## src/rtl/dut_io_bridge.sv

```systemverilog
// Purpose: glue between the AXI slave register file and an fpga_top-style DUT (switches, buttons, LEDs, 7-seg, status).
// Latency: switches/LEDs/status 1 cycle; buttons 2 sync + DEB_CYCLES debounce + 1 output cycle; 7-seg 1 cycle.
// Backpressure: none; all paths are free-running level/register images sampled every cycle.
module dut_io_bridge #(
    parameter int C_S_AXI_DATA_WIDTH = 32,
    parameter int N_SW               = 16,
    parameter int N_BTN              = 5,
    parameter int DEB_CYCLES         = 4,
    parameter int N_DIGITS           = 4,
    parameter int SCAN_DIV           = 1000
) (
    input  logic                          sysclk,
    input  logic                          rst_n,
    input  logic [C_S_AXI_DATA_WIDTH-1:0] read_from_slv_reg1,
    input  logic [C_S_AXI_DATA_WIDTH-1:0] read_from_slv_reg2,
    input  logic [C_S_AXI_DATA_WIDTH-1:0] read_from_slv_reg3,
    input  logic [C_S_AXI_DATA_WIDTH-1:0] read_from_slv_reg4,
    output logic [C_S_AXI_DATA_WIDTH-1:0] write_to_slv_reg5,
    output logic [C_S_AXI_DATA_WIDTH-1:0] write_to_slv_reg6,
    output logic [C_S_AXI_DATA_WIDTH-1:0] write_to_slv_reg7,
    output logic [N_SW-1:0]               dut_sw,
    output logic [N_BTN-1:0]              dut_btn,
    input  logic [C_S_AXI_DATA_WIDTH-1:0] dut_led,
    input  logic [4*N_DIGITS-1:0]         dut_disp,
    input  logic                          dut_done
);

    localparam int CW = $clog2(DEB_CYCLES + 1);
    localparam int SW = $clog2(SCAN_DIV);
    localparam int DW = (N_DIGITS > 1) ? $clog2(N_DIGITS) : 1;

    localparam logic [1:0] MODE_LEVEL  = 2'b00;
    localparam logic [1:0] MODE_PULSE  = 2'b01;
    localparam logic [1:0] MODE_TOGGLE = 2'b10;

    // Active-low segment pattern {g,f,e,d,c,b,a} for one hex digit.
    function automatic logic [6:0] f_seg(input logic [3:0] nib);
        case (nib)
            4'h0:    f_seg = 7'b1000000;
            4'h1:    f_seg = 7'b1111001;
            4'h2:    f_seg = 7'b0100100;
            4'h3:    f_seg = 7'b0110000;
            4'h4:    f_seg = 7'b0011001;
            4'h5:    f_seg = 7'b0010010;
            4'h6:    f_seg = 7'b0000010;
            4'h7:    f_seg = 7'b1111000;
            4'h8:    f_seg = 7'b0000000;
            4'h9:    f_seg = 7'b0010000;
            4'hA:    f_seg = 7'b0001000;
            4'hB:    f_seg = 7'b0000011;
            4'hC:    f_seg = 7'b1000110;
            4'hD:    f_seg = 7'b0100001;
            4'hE:    f_seg = 7'b0000110;
            default: f_seg = 7'b0001110;
        endcase
    endfunction

    // Button conditioning state
    logic [N_BTN-1:0]         r_sync1;
    logic [N_BTN-1:0]         r_sync2;
    logic [N_BTN-1:0]         r_db;
    logic [N_BTN-1:0]         r_rise;
    logic [N_BTN-1:0]         r_tg;
    logic [N_BTN-1:0][CW-1:0] r_deb_cnt;
    logic [N_BTN-1:0]         w_db_next;
    logic [N_BTN-1:0]         w_db_rise;
    logic [N_BTN-1:0]         w_tg_next;
    logic [N_BTN-1:0]         w_btn_next;
    logic [N_BTN-1:0][CW-1:0] w_cnt_next;

    // Display scan state
    logic [SW-1:0]            r_scan;
    logic [DW-1:0]            r_digit;
    logic [3:0]               w_nib;
    logic [N_DIGITS-1:0]      w_anode;
    logic [C_S_AXI_DATA_WIDTH-1:0] w_reg6_next;

    // Status state
    logic                     r_sticky;
    logic                     r_done;
    logic [7:0]               r_press_cnt;
    logic                     w_clr;

    // Register bits outside the used fields are intentionally ignored.
    logic w_unused;
    assign w_unused = ^{read_from_slv_reg1, read_from_slv_reg2, read_from_slv_reg3, read_from_slv_reg4};

    assign w_clr = read_from_slv_reg1[0];

    // Debounce: accept the synced value once it has differed for DEB_CYCLES cycles in a row.
    always_comb begin
        w_db_next  = r_db;
        w_cnt_next = '0;
        for (int i = 0; i < N_BTN; i++) begin
            if (r_sync2[i] != r_db[i]) begin
                if (r_deb_cnt[i] == CW'(DEB_CYCLES - 1)) begin
                    w_db_next[i] = r_sync2[i];
                end else begin
                    w_cnt_next[i] = r_deb_cnt[i] + 1'b1;
                end
            end
        end
        w_db_rise = w_db_next & ~r_db;
    end

    // Per-button behaviour: toggle state and next output image from the current mode.
    always_comb begin
        w_tg_next  = '0;
        w_btn_next = '0;
        for (int i = 0; i < N_BTN; i++) begin
            if (read_from_slv_reg4[2*i +: 2] == MODE_TOGGLE) begin
                w_tg_next[i] = r_tg[i] ^ w_db_rise[i];
            end
            case (read_from_slv_reg4[2*i +: 2])
                MODE_LEVEL:  w_btn_next[i] = r_db[i];
                MODE_PULSE:  w_btn_next[i] = r_rise[i];
                MODE_TOGGLE: w_btn_next[i] = r_tg[i];
                default:     w_btn_next[i] = ~r_db[i];
            endcase
        end
    end

    // Button pipeline: synchroniser, debounce, edge/toggle state and registered output.
    always_ff @(posedge sysclk or negedge rst_n) begin
        if (!rst_n) begin
            r_sync1   <= '0;
            r_sync2   <= '0;
            r_db      <= '0;
            r_rise    <= '0;
            r_tg      <= '0;
            r_deb_cnt <= '0;
            dut_btn   <= '0;
        end else begin
            r_sync1   <= read_from_slv_reg3[N_BTN-1:0];
            r_sync2   <= r_sync1;
            r_db      <= w_db_next;
            r_rise    <= w_db_rise;
            r_tg      <= w_tg_next;
            r_deb_cnt <= w_cnt_next;
            dut_btn   <= w_btn_next;
        end
    end

    // Straight register images: switches to the DUT, LEDs back to AXI.
    always_ff @(posedge sysclk or negedge rst_n) begin
        if (!rst_n) begin
            dut_sw            <= '0;
            write_to_slv_reg5 <= '0;
        end else begin
            dut_sw            <= read_from_slv_reg2[N_SW-1:0];
            write_to_slv_reg5 <= dut_led;
        end
    end

    // Scan timebase: hold each digit for SCAN_DIV cycles, then move to the next.
    always_ff @(posedge sysclk or negedge rst_n) begin
        if (!rst_n) begin
            r_scan  <= '0;
            r_digit <= '0;
        end else if (r_scan == SW'(SCAN_DIV - 1)) begin
            r_scan <= '0;
            if (N_DIGITS == 1 || r_digit == DW'(N_DIGITS - 1)) begin
                r_digit <= '0;
            end else begin
                r_digit <= r_digit + 1'b1;
            end
        end else begin
            r_scan <= r_scan + 1'b1;
        end
    end

    // 7-seg image: live nibble of the current digit, DP off, active-low anode.
    always_comb begin
        w_nib       = dut_disp[4*r_digit +: 4];
        w_anode     = ~(N_DIGITS'(1) << r_digit);
        w_reg6_next = '0;
        w_reg6_next[6:0]          = f_seg(w_nib);
        w_reg6_next[7]            = 1'b1;
        w_reg6_next[8 +: N_DIGITS] = w_anode;
    end

    // Registered 7-seg image.
    always_ff @(posedge sysclk or negedge rst_n) begin
        if (!rst_n) begin
            write_to_slv_reg6 <= '0;
        end else begin
            write_to_slv_reg6 <= w_reg6_next;
        end
    end

    // Status: sticky done, live done, press counter; clear dominates set and increment.
    always_ff @(posedge sysclk or negedge rst_n) begin
        if (!rst_n) begin
            r_sticky    <= 1'b0;
            r_done      <= 1'b0;
            r_press_cnt <= '0;
        end else begin
            r_done <= dut_done;
            if (w_clr) begin
                r_sticky    <= 1'b0;
                r_press_cnt <= '0;
            end else begin
                r_sticky <= r_sticky | dut_done;
                if (|w_db_rise) begin
                    r_press_cnt <= r_press_cnt + 1'b1;
                end
            end
        end
    end

    // Status word layout: [15:8] press count, [1] live done, [0] sticky done.
    always_comb begin
        write_to_slv_reg7        = '0;
        write_to_slv_reg7[0]     = r_sticky;
        write_to_slv_reg7[1]     = r_done;
        write_to_slv_reg7[15:8]  = r_press_cnt;
    end

endmodule

```

## config.mk

```make
export PLATFORM = sky130hd
export DESIGN_NAME = dut_io_bridge
export DESIGN_NICKNAME = d
export VERILOG_FILES = /design/src/rtl/dut_io_bridge.sv
export SDC_FILE = /design/constraint.sdc
export NUM_CORES = 1
export LEC_CHECK = 0
export CORE_MARGIN = 2
export CORE_UTILIZATION = 41
export DETAILED_ROUTE_END_ITERATION = 7
export GPL_TIMING_DRIVEN = 0
export HOLD_SLACK_MARGIN = 0.03
export PLACE_DENSITY = 0.89
export REMOVE_ABC_BUFFERS = 1
export SYNTH_ARGS = -nofsm -noshare
export SYNTH_HDL_FRONTEND = slang
export SYNTH_SLANG_ARGS = --single-unit
export TNS_END_PERCENT = 1
```

## constraint.sdc

```tcl
create_clock -name sysclk -period 2.95 [get_ports sysclk]
set_clock_uncertainty 0.1 [all_clocks]
set_input_delay 0.4425 -clock sysclk [delete_from_list [all_inputs] [get_ports sysclk]]
set_output_delay 0.4425 -clock sysclk [all_outputs]
set_load 0.02 [all_outputs]
```

==> impl_metrics.yaml, run 1 <==
synth:
  synth_top_area_share_pct: 62.5
  ys_seq_area_share_pct: 62.5
  synth_edf_count: 0
  ys_seq_elements: 127
  async_flop_share_pct: 100
  syn_inst: 387
  syn_area_mm2: 0.00509
  ys_top_cells_by_count: "dfrtp_1, buf_4, nor2_1"
  yosysTopAreaCell: "dfrtp_1"
  ys_types: 39
  synth.avg_cell_area_um2: 13.1
  yosys_warnings: 0
  yosysMostFrequentCell: "dfrtp_1"
  synth_flop_cell: "dfrtp_1"
  yosys-top-cells-area: "dfrtp_1, buf_4, ha_1"
cells_and_area:
  fin_cells: 741
  drive_above_1_share_pct: 7.53
  fillers: 885
  finish.utilization_pct: 60.8
  area.growth.synth_to_final_pct: 44.2
  num-nets-final: 754
  design_area_mm2: 0.00734
global_route:
  grt_pass1_wl_mm: 17.7
  antenna_found_initial: 2
  grt_max_degree: 71
  grt_pass1_vias: 3670
  grtUsageTotal_pct: 17.7
  grt.overflow.total: 0
worst_setup_path:
  critPathCaptureType: "flop"
  worstSetupPathType: "flop to flop"
  worstPathArrival_ns: 2.33
  required_ns: 3.16
  critPathMaxFanout: 9
  worst_setup_path_start_kind: "flop"
placed_design:
  place_ws_ns: 0.625
  port_buffers: 157
  dpl.hpwl_mm: 8.18
  place_area_mm2: 0.00669
  place_congestion: 0.831
  dp.cells: 706
routing:
  top_layer: "met4"
  routed_wl_mm: 10.8
  ant_nets: 0
  wl_met1_mm: 4.07
  drc_errors: 0
  wl_met3_mm: 1.23
  drt-pass1-iter-count: 4
  dr_wl_met2_mm: 5.34
  drt_iter0_drc: 216
  viasPerCell: 4.57
  wl_per_cell_um: 14.6
  vias: 3383
clock_network:
  clock_sinks: 127
  clock_latency_ns: 0.41
  postCtsSetupBuffers: 0
  postCtsResizedCells: 0
  cts_buffer_depth: 2
  htreeDepth: 4
  cts_root_buf: "clkbuf_16"
  cts_tree: "done"
  cts_made_buffers: 17
  ctsHoldBuffers: 1
  cts.clk_slew.worst_paths_ns: 0.06
timing:
  fin_ws_ns: 0.837
  slew_headroom_pct: 63.9
  hold_viol_final: 0
  rsz0062_at_grt: "false"
  setup-violations-final: 0
  worst_pin_slew_ns: 0.540
  hold_ws_ns: 0.249
  slew_violations: 0
  fmax_mhz: 473
  timing.final.crit_period_ns: 2.11
  fin_crit_sh_pct: 71.6
die:
  start_util_pct: 42.2
  dieWidth_um: 115
  core_area_mm2: 0.0121
  die-area_mm2: 0.0133
  die_y_um: 115
  io_pins: 296
  placementRows: 40
status:
  status: "complete, no violations"
power:
  pwr_density_cell_mw_per_mm2: 689
  leakage_uw: 0.00324
  peakVddDrop_mv: 0.328
flow_run:
  cap_violations: 0
hold_path:
  hold_path_class: "flop to flop"
==> metal layers <==
metal  up-vias  global-route usage (%)
li1       1556                       -
met1      1650                    19.1
met2       160                    29.5
met3        17                    8.75
met4         0                    7.31
met5         -                       0
==> worst max-delay path, cell delays in order (launching register included) <==
cell and delay, ns:
dfrtp_1 0.57, mux4_2 0.64, inv_1 0.14, ha_1 0.22, inv_1 0.09, o31ai_1 0.25
==> cell families after synthesis <==
group,after synthesis,share of synthesized area (%)
buf+inv,63,8.21
other cells,2,0.148
simple gates,105,12.2
xor+xnor,17,2.93
mux,21,5.61
compound gates,35,4.21
flops,127,62.5
fa+ha+maj,17,4.18
==> state kept, by name, indices dropped and copies added (netlist names) <==
signal	cells
r_done	1
r_tg	5
write_to_slv_reg5	32
r_press_cnt	8
r_sticky	1
r_scan	10
r_sync1	5
write_to_slv_reg6	12
r_digit	2
r_sync2	5
dut_btn	5
r_deb_cnt	15
r_db	5
dut_sw	16
r_rise	5
==> metrics by stage <==
stage | power [uW] | setup TNS, ns
6_report | 5060 | 0
5_1_grt | 5290 | 0
4_1_cts | 5110 | 0
3_5_place_dp | 2880 | 0
3_3_place_gp | 2820 | -428.21
2_1_floorplan | 2470 | 0
==> cell type report <==
type	instances	area (um2)	share of cell area, %
antenna	2	5.00	0.0682
clock buffer	22	474	6.46
clock inverter	10	159	2.17
inverter	15	56.3	0.767
multi-input combinational	238	1650	22.4
sequential	127	3180	43.3
tap	168	210	2.86
timing repair buffer	159	1610	21.9
==> cell usage in the layout, fill, tap and decap left out, types with 2 or more instances in the layout <==
cell type        netlist  layout
xnor2_1               14      14
o31ai_1                6       6
mux4_2                 4       4
clkdlybuf4s50_1        0     156
a21oi_1               13      13
nand2_1               10      10
inv_1                 15      15
and4bb_4               2       2
nand4_1                4       4
nand2b_1               6       6
xor2_1                 3       3
o21ai_0                5       5
clkbuf_16              0      17
nor2b_1               20      20
and2_1                 5       5
clkbuf_1               1       2
and4bb_2               2       2
clkinvlp_4             0       2
dfrtp_1              127     127
clkinv_2               0       3
nor3_1                 7       7
diode_2                0       2
bufinv_16              0       4
and3_1                 2       2
nand3_1                9       9
clkbuf_8               0       3
conb_1                 2      43
mux2_1                15      15
ha_1                  17      17
o21a_1                 3       3
nor2_1                24      24
nor3b_1               11      11
o21ai_1                3       3
==> final timing paths <==
check / cells after the start / startpoint / slack (ns) / to
max: 5 / r_digit[0] / 0.84 / write_to_slv_reg6[0]
min: 0 / r_sync1[1] / 0.25 / r_sync2[1]
max reg2reg: 5 / r_digit[0] / 0.84 / write_to_slv_reg6[0]
min reg2reg: 0 / r_sync1[1] / 0.25 / r_sync2[1]
max in group asynchronous: 3 / rst_n / 1.57 / r_scan[6]
min in group asynchronous: 2 / rst_n / 0.48 / r_db[0]
==> where the power goes <==
group	internal [uW]	total, uW	switching [uW]
Clock	1480	2210	730
Sequential	1920	2050	123
Combinational	409	803	395
No activity file was read; power rests on OpenSTA's default activity.
==> run 2: changes to the inputs <==
Settings changed: CORE_UTILIZATION 41 to 38, PLACE_DENSITY 0.89 to 0.84.
Clock period 2.95 ns to 2.1 ns, I/O delays scaled along.
==> run 2 against run 1 <==
Global-route usage decreased by 1.7 points. Die area up 7.6%. Register-to-register slack got worse by 0.73 ns. Largest cell class unchanged. Setup slack got worse by 0.73 ns. Worst hold slack worse by 0.0092 ns. Clock power rose by 21%. Utilization fell by 5.5 points. Critical path type unchanged. Non-clock buffer count rose by 1. Combinational power is 42% higher. First-iteration DRC count decreased by 30%. Flip-flop and latch count is the same. Critical path depth unchanged.
==> impl_metrics.yaml, run 2 (synthesized netlist as in run 1, its figures left out) <==
global_route:
  grt_max_degree: 67
  grt.busiest_layer: "met2"
  grt_pass1_vias: 3549
  antenna_found_initial: 1
  grt_use_met3_pct: 8.08
  use_met1_pct: 17.8
  grt_pass1_wl_mm: 17.4
  grt.overflow.total: 0
  grtUsageTotal_pct: 16.0
  gr-usage-met2_pct: 25.7
power:
  power.switching_uw: 1680
  share_comb_of_total_power_pct: 17.1
  sw_frac_of_total_pct: 25.2
  leakage_uw: 0.00321
  pwr_density_cell_mw_per_mm2: 919
  power.internal_uw: 5000
  power_frac_clock_pct: 40.0
  seq_power_share_pct: 43.0
  peakVddDrop_mv: 0.471
routing:
  wl_per_cell_um: 14.5
  drt_iter0_drc: 151
  viasPerCell: 4.59
  drt-pass1-iter-count: 4
  routed_wl_mm: 10.8
  drc_errors: 0
  vias: 3423
  ant_nets: 0
worst_setup_path:
  worstSetupPathType: "flop to flop"
  r2r_slack_ns: 0.11
  critPathCaptureType: "flop"
  r2r_end: "write_to_slv_reg6[3]"
  endpoint: "write_to_slv_reg6[3]"
  startpoint: "r_digit[0]"
  required_ns: 2.35
  worst_setup_path_start_kind: "flop"
  worstPathArrival_ns: 2.24
  critPathMaxFanout: 9
  reg2reg_depth: 5
  timing.rr.start: "r_digit[0]"
hold_path:
  hold_path_class: "primary input to flop"
timing:
  rsz0062_at_grt: "false"
  timing.final.crit_period_ns: 1.99
  fin_crit_sh_pct: 94.8
  slew_headroom_pct: 61.5
  slew_violations: 0
  hold_viol_final: 0
  setup-violations-final: 0
  hold_ws_ns: 0.240
  fmax_mhz: 502
  fin_ws_ns: 0.109
  worst_pin_slew_ns: 0.577
cells_and_area:
  largest_reg_flops: 32
  drive_above_1_share_pct: 7.91
  final_cell_mix: "clkdlybuf4s50_1, dfrtp_1, conb_1"
  area.growth.synth_to_final_pct: 43.0
  fillers: 1081
  top_register: "write_to_slv_reg5"
  layout_commonest_cell: "clkdlybuf4s50_1"
  top_regs: "write_to_slv_reg5 (32), dut_sw (16), r_deb_cnt (15)"
  num-nets-final: 755
die:
  die_y_um: 120
  placementRows: 42
  start_util_pct: 38.7
  die-area_mm2: 0.0143
  io_pins: 296
  dieWidth_um: 120
  core_area_mm2: 0.0131
placed_design:
  dpl.hpwl_mm: 8.29
  place_congestion: 0.798
  port_buffers: 157
  place_ws_ns: -0.127
clock_network:
  cts.clk_slew.worst_paths_ns: 0.05
  cts_tree: "done"
  clock_sinks: 127
  cts_made_buffers: 17
  clock_latency_ns: 0.41
  cts_root_buf: "clkbuf_16"
  htreeDepth: 4
  cts_buffer_depth: 2
flow_run:
  cap_violations: 0
status:
  status: "complete, no violations"
run 2: worst max-delay path, cell delays in order, from the launching register on:
cell and delay (ns):
dfrtp_2 0.49, mux4_2 0.59, inv_1 0.17, ha_1 0.28, a21oi_1 0.17, o21a_1 0.13
run 2: through the flow:
stage	utilization, %	total power [uW]	cells	setup TNS, ns	cell area, um2
2_1_floorplan	-	3470	380	0	4880
3_3_place_gp	50.8	3960	713	-511.86	6670
3_5_place_dp	51.0	4040	714	-0.969	6700
4_1_cts	55.2	6760	744	0	7260
5_1_grt	55.3	7020	745	0	7270
6_report	55.4	6680	746	0	7270
run 2: routing by layer:
metal	vias up	part of all wire, %	wire [um]
li1	1556	-	-
met1	1681	38	4100
met2	166	48	5190
met3	20	12	1270
met4	0	2.1	223
met5	-	0	0
run 2: layout make-up:
class                           instances  area [um2]  area share (%)
Tap cell                              176         220            3.03
Antenna cell                            1        2.50          0.0344
Clock buffer                           22         484            6.66
Multi-Input combinational cell        238        1650            22.7
Sequential cell                       127        3180            43.7
Inverter                               15        56.3           0.774
Clock inverter                          7        62.6           0.860
Timing Repair Buffer                  160        1620            22.2
run 2: power by group through the flow:
stage          registers, uW  clock network [uW]  logic, uW
2_1_floorplan           3000                   0        467
6_report                2870                2670       1140
4_1_cts                 2870                2740       1150
3_5_place_dp            2910                   0       1130
5_1_grt                 2900                2870       1250
3_3_place_gp            2890                   0       1070
run 2: worst min path at each step:
stage	from	endpoint	slack, ns	cells past startpoint
after floorplan	rst_n	dut_btn[0]	-0.08	0
after global placement	r_sync1[1]	r_sync2[1]	0.24	0
after detailed placement	rst_n	dut_btn[1]	0.24	1
after CTS	dut_led[5]	write_to_slv_reg5[5]	0.22	1
after global routing	dut_led[5]	write_to_slv_reg5[5]	0.22	1
final	dut_led[5]	write_to_slv_reg5[5]	0.24	1
run 2: repair_timing:
item / CTS / global route
gates cloned: 0 / 0
endpoints found under the setup margin: 3 / 9
endpoints found under the hold margin: 61 / 0
setup buffers: 0 / 1
pin swaps: 0 / 1
hold buffers: 1 / 0
resized for setup: 1 / 2
==> run 3: changes to the inputs <==
Settings changed: SKIP_CTS_REPAIR_TIMING set to 1.
==> run 3 against run 2 <==
Fmax about the same. Power about the same. Worst hold slack about the same. Combinational power about the same. Sequential power about the same. Critical path depth unchanged. Largest cell class unchanged. Highest routed layer unchanged.
==> impl_metrics.yaml, run 3 (synthesized netlist as in run 1, its figures left out) <==
status:
  status: "complete, no violations"
power:
  power_frac_clock_pct: 40.0
  sw_frac_of_total_pct: 25.2
  leakage_uw: 0.00321
  power.switching_uw: 1680
  power.internal_uw: 5000
  peakVddDrop_mv: 0.470
  pwr_density_cell_mw_per_mm2: 919
  seq_power_share_pct: 43.0
  share_comb_of_total_power_pct: 17.1
die:
  die_y_um: 120
  die-area_mm2: 0.0143
  placementRows: 42
  dieWidth_um: 120
  start_util_pct: 38.7
  io_pins: 296
  core_area_mm2: 0.0131
placed_design:
  dp.cells: 714
  place_congestion: 0.798
  dpl.hpwl_mm: 8.29
  port_buffers: 157
  place_ws_ns: -0.127
cells_and_area:
  fin_cells: 746
  drive_above_1_share_pct: 7.91
  largest_reg_flops: 32
  top_register: "write_to_slv_reg5"
  final_cell_mix: "clkdlybuf4s50_1, dfrtp_1, conb_1"
  num-nets-final: 755
  area.growth.synth_to_final_pct: 43.0
  top_regs: "write_to_slv_reg5 (32), dut_sw (16), r_deb_cnt (15)"
  layout_commonest_cell: "clkdlybuf4s50_1"
  fillers: 1081
timing:
  hold_ws_ns: 0.240
  fin_crit_sh_pct: 94.8
  fin_ws_ns: 0.109
  fmax_mhz: 502
  hold_viol_final: 0
  setup-violations-final: 0
  slew_violations: 0
  timing.final.crit_period_ns: 1.99
  rsz0062_at_grt: "false"
  worst_pin_slew_ns: 0.571
  slew_headroom_pct: 61.9
worst_setup_path:
  slowest_delay_ns: 0.59
  path_cells: "mux4_2 > inv_1 > ha_1 > a21oi_1 > o21a_1"
  critPathMaxFanout: 9
  critPathSlowestCell: "mux4_2"
  worst_setup_path_start_kind: "flop"
  worstSetupPathType: "flop to flop"
  required_ns: 2.35
  critPathCaptureType: "flop"
  worstPathArrival_ns: 2.24
routing:
  routed_wl_mm: 10.8
  ant_nets: 0
  drt_iter0_drc: 162
  vias: 3408
  drc_errors: 0
  viasPerCell: 4.57
  drt-pass1-iter-count: 4
  wl_per_cell_um: 14.4
clock_network:
  cts_tree: "done"
  htreeDepth: 4
  cts_root_buf: "clkbuf_16"
  cts_buffer_depth: 2
  cts_made_buffers: 17
  clock_latency_ns: 0.41
  clock_sinks: 127
  cts.clk_slew.worst_paths_ns: 0.05
global_route:
  grt.overflow.total: 0
  grtUsageTotal_pct: 16.0
  grt_pass1_vias: 3549
  grt_pass1_wl_mm: 17.4
  antenna_found_initial: 1
  grt_max_degree: 67
flow_run:
  cap_violations: 0
hold_path:
  hold_path_class: "primary input to flop"
==> run 3: layer usage <==
metal	vias up	GRT usage, %	wire (um)
met1	1669	17.8	4090
met2	163	25.7	5210
met4	0	7.21	218
met5	-	0	0
met3	20	8.08	1260
li1	1556	-	-
==> run 3: final timing paths <==
| path | from | cells past startpoint | to | slack, ns |
|---|---|---|---|---|
| worst max-delay path | r_digit[0] | 5 | write_to_slv_reg6[3] | 0.11 |
| worst min-delay path | dut_led[5] | 1 | write_to_slv_reg5[5] | 0.24 |
| worst max register to register | r_digit[0] | 5 | write_to_slv_reg6[3] | 0.11 |
| worst min register to register | r_sync1[3] | 0 | r_sync2[3] | 0.24 |
| max in group asynchronous | rst_n | 3 | r_digit[0] | 0.83 |
| min in group asynchronous | rst_n | 2 | r_deb_cnt[2] | 0.35 |
==> run 3: area by class of cell <==
class	count	area (um2)	area share, %
Antenna cell	1	2.50	0.0344
Clock buffer	22	484	6.66
Clock inverter	7	62.6	0.860
Inverter	15	56.3	0.774
Multi-Input combinational cell	238	1650	22.7
Sequential cell	127	3180	43.7
Tap cell	176	220	3.03
Timing Repair Buffer	160	1620	22.2
==> run 3: power by group through the flow <==
stage               clock (uW)  sequential, uW  combinational, uW
floorplan                    0            3000                467
finish                    2670            2870               1140
detailed placement           0            2910               1130
global placement             0            2890               1070
CTS                       2740            2870               1140
global route              2870            2900               1250
==> run 3: stage by stage <==
stage	TNS, ns	instance area (um2)	total power (uW)	utilization [%]
after floorplan	0	4880	3470	-
after global placement	-511.86	6670	3960	50.8
after detailed placement	-0.969	6700	4040	51.0
after CTS	-0.0406	7250	6760	55.2
after global routing	0	7270	7020	55.3
final	0	7270	6680	55.4
==> run 3: worst max-delay path, delay by kind of cell, from the launching register on <==
family                     cells  cell delay, ns
muxes                          1            0.59
DFF                            1            0.49
AOI/OAI and AO/OA              2            0.30
adders and majority gates      1            0.28
buffers and inverters          1            0.17
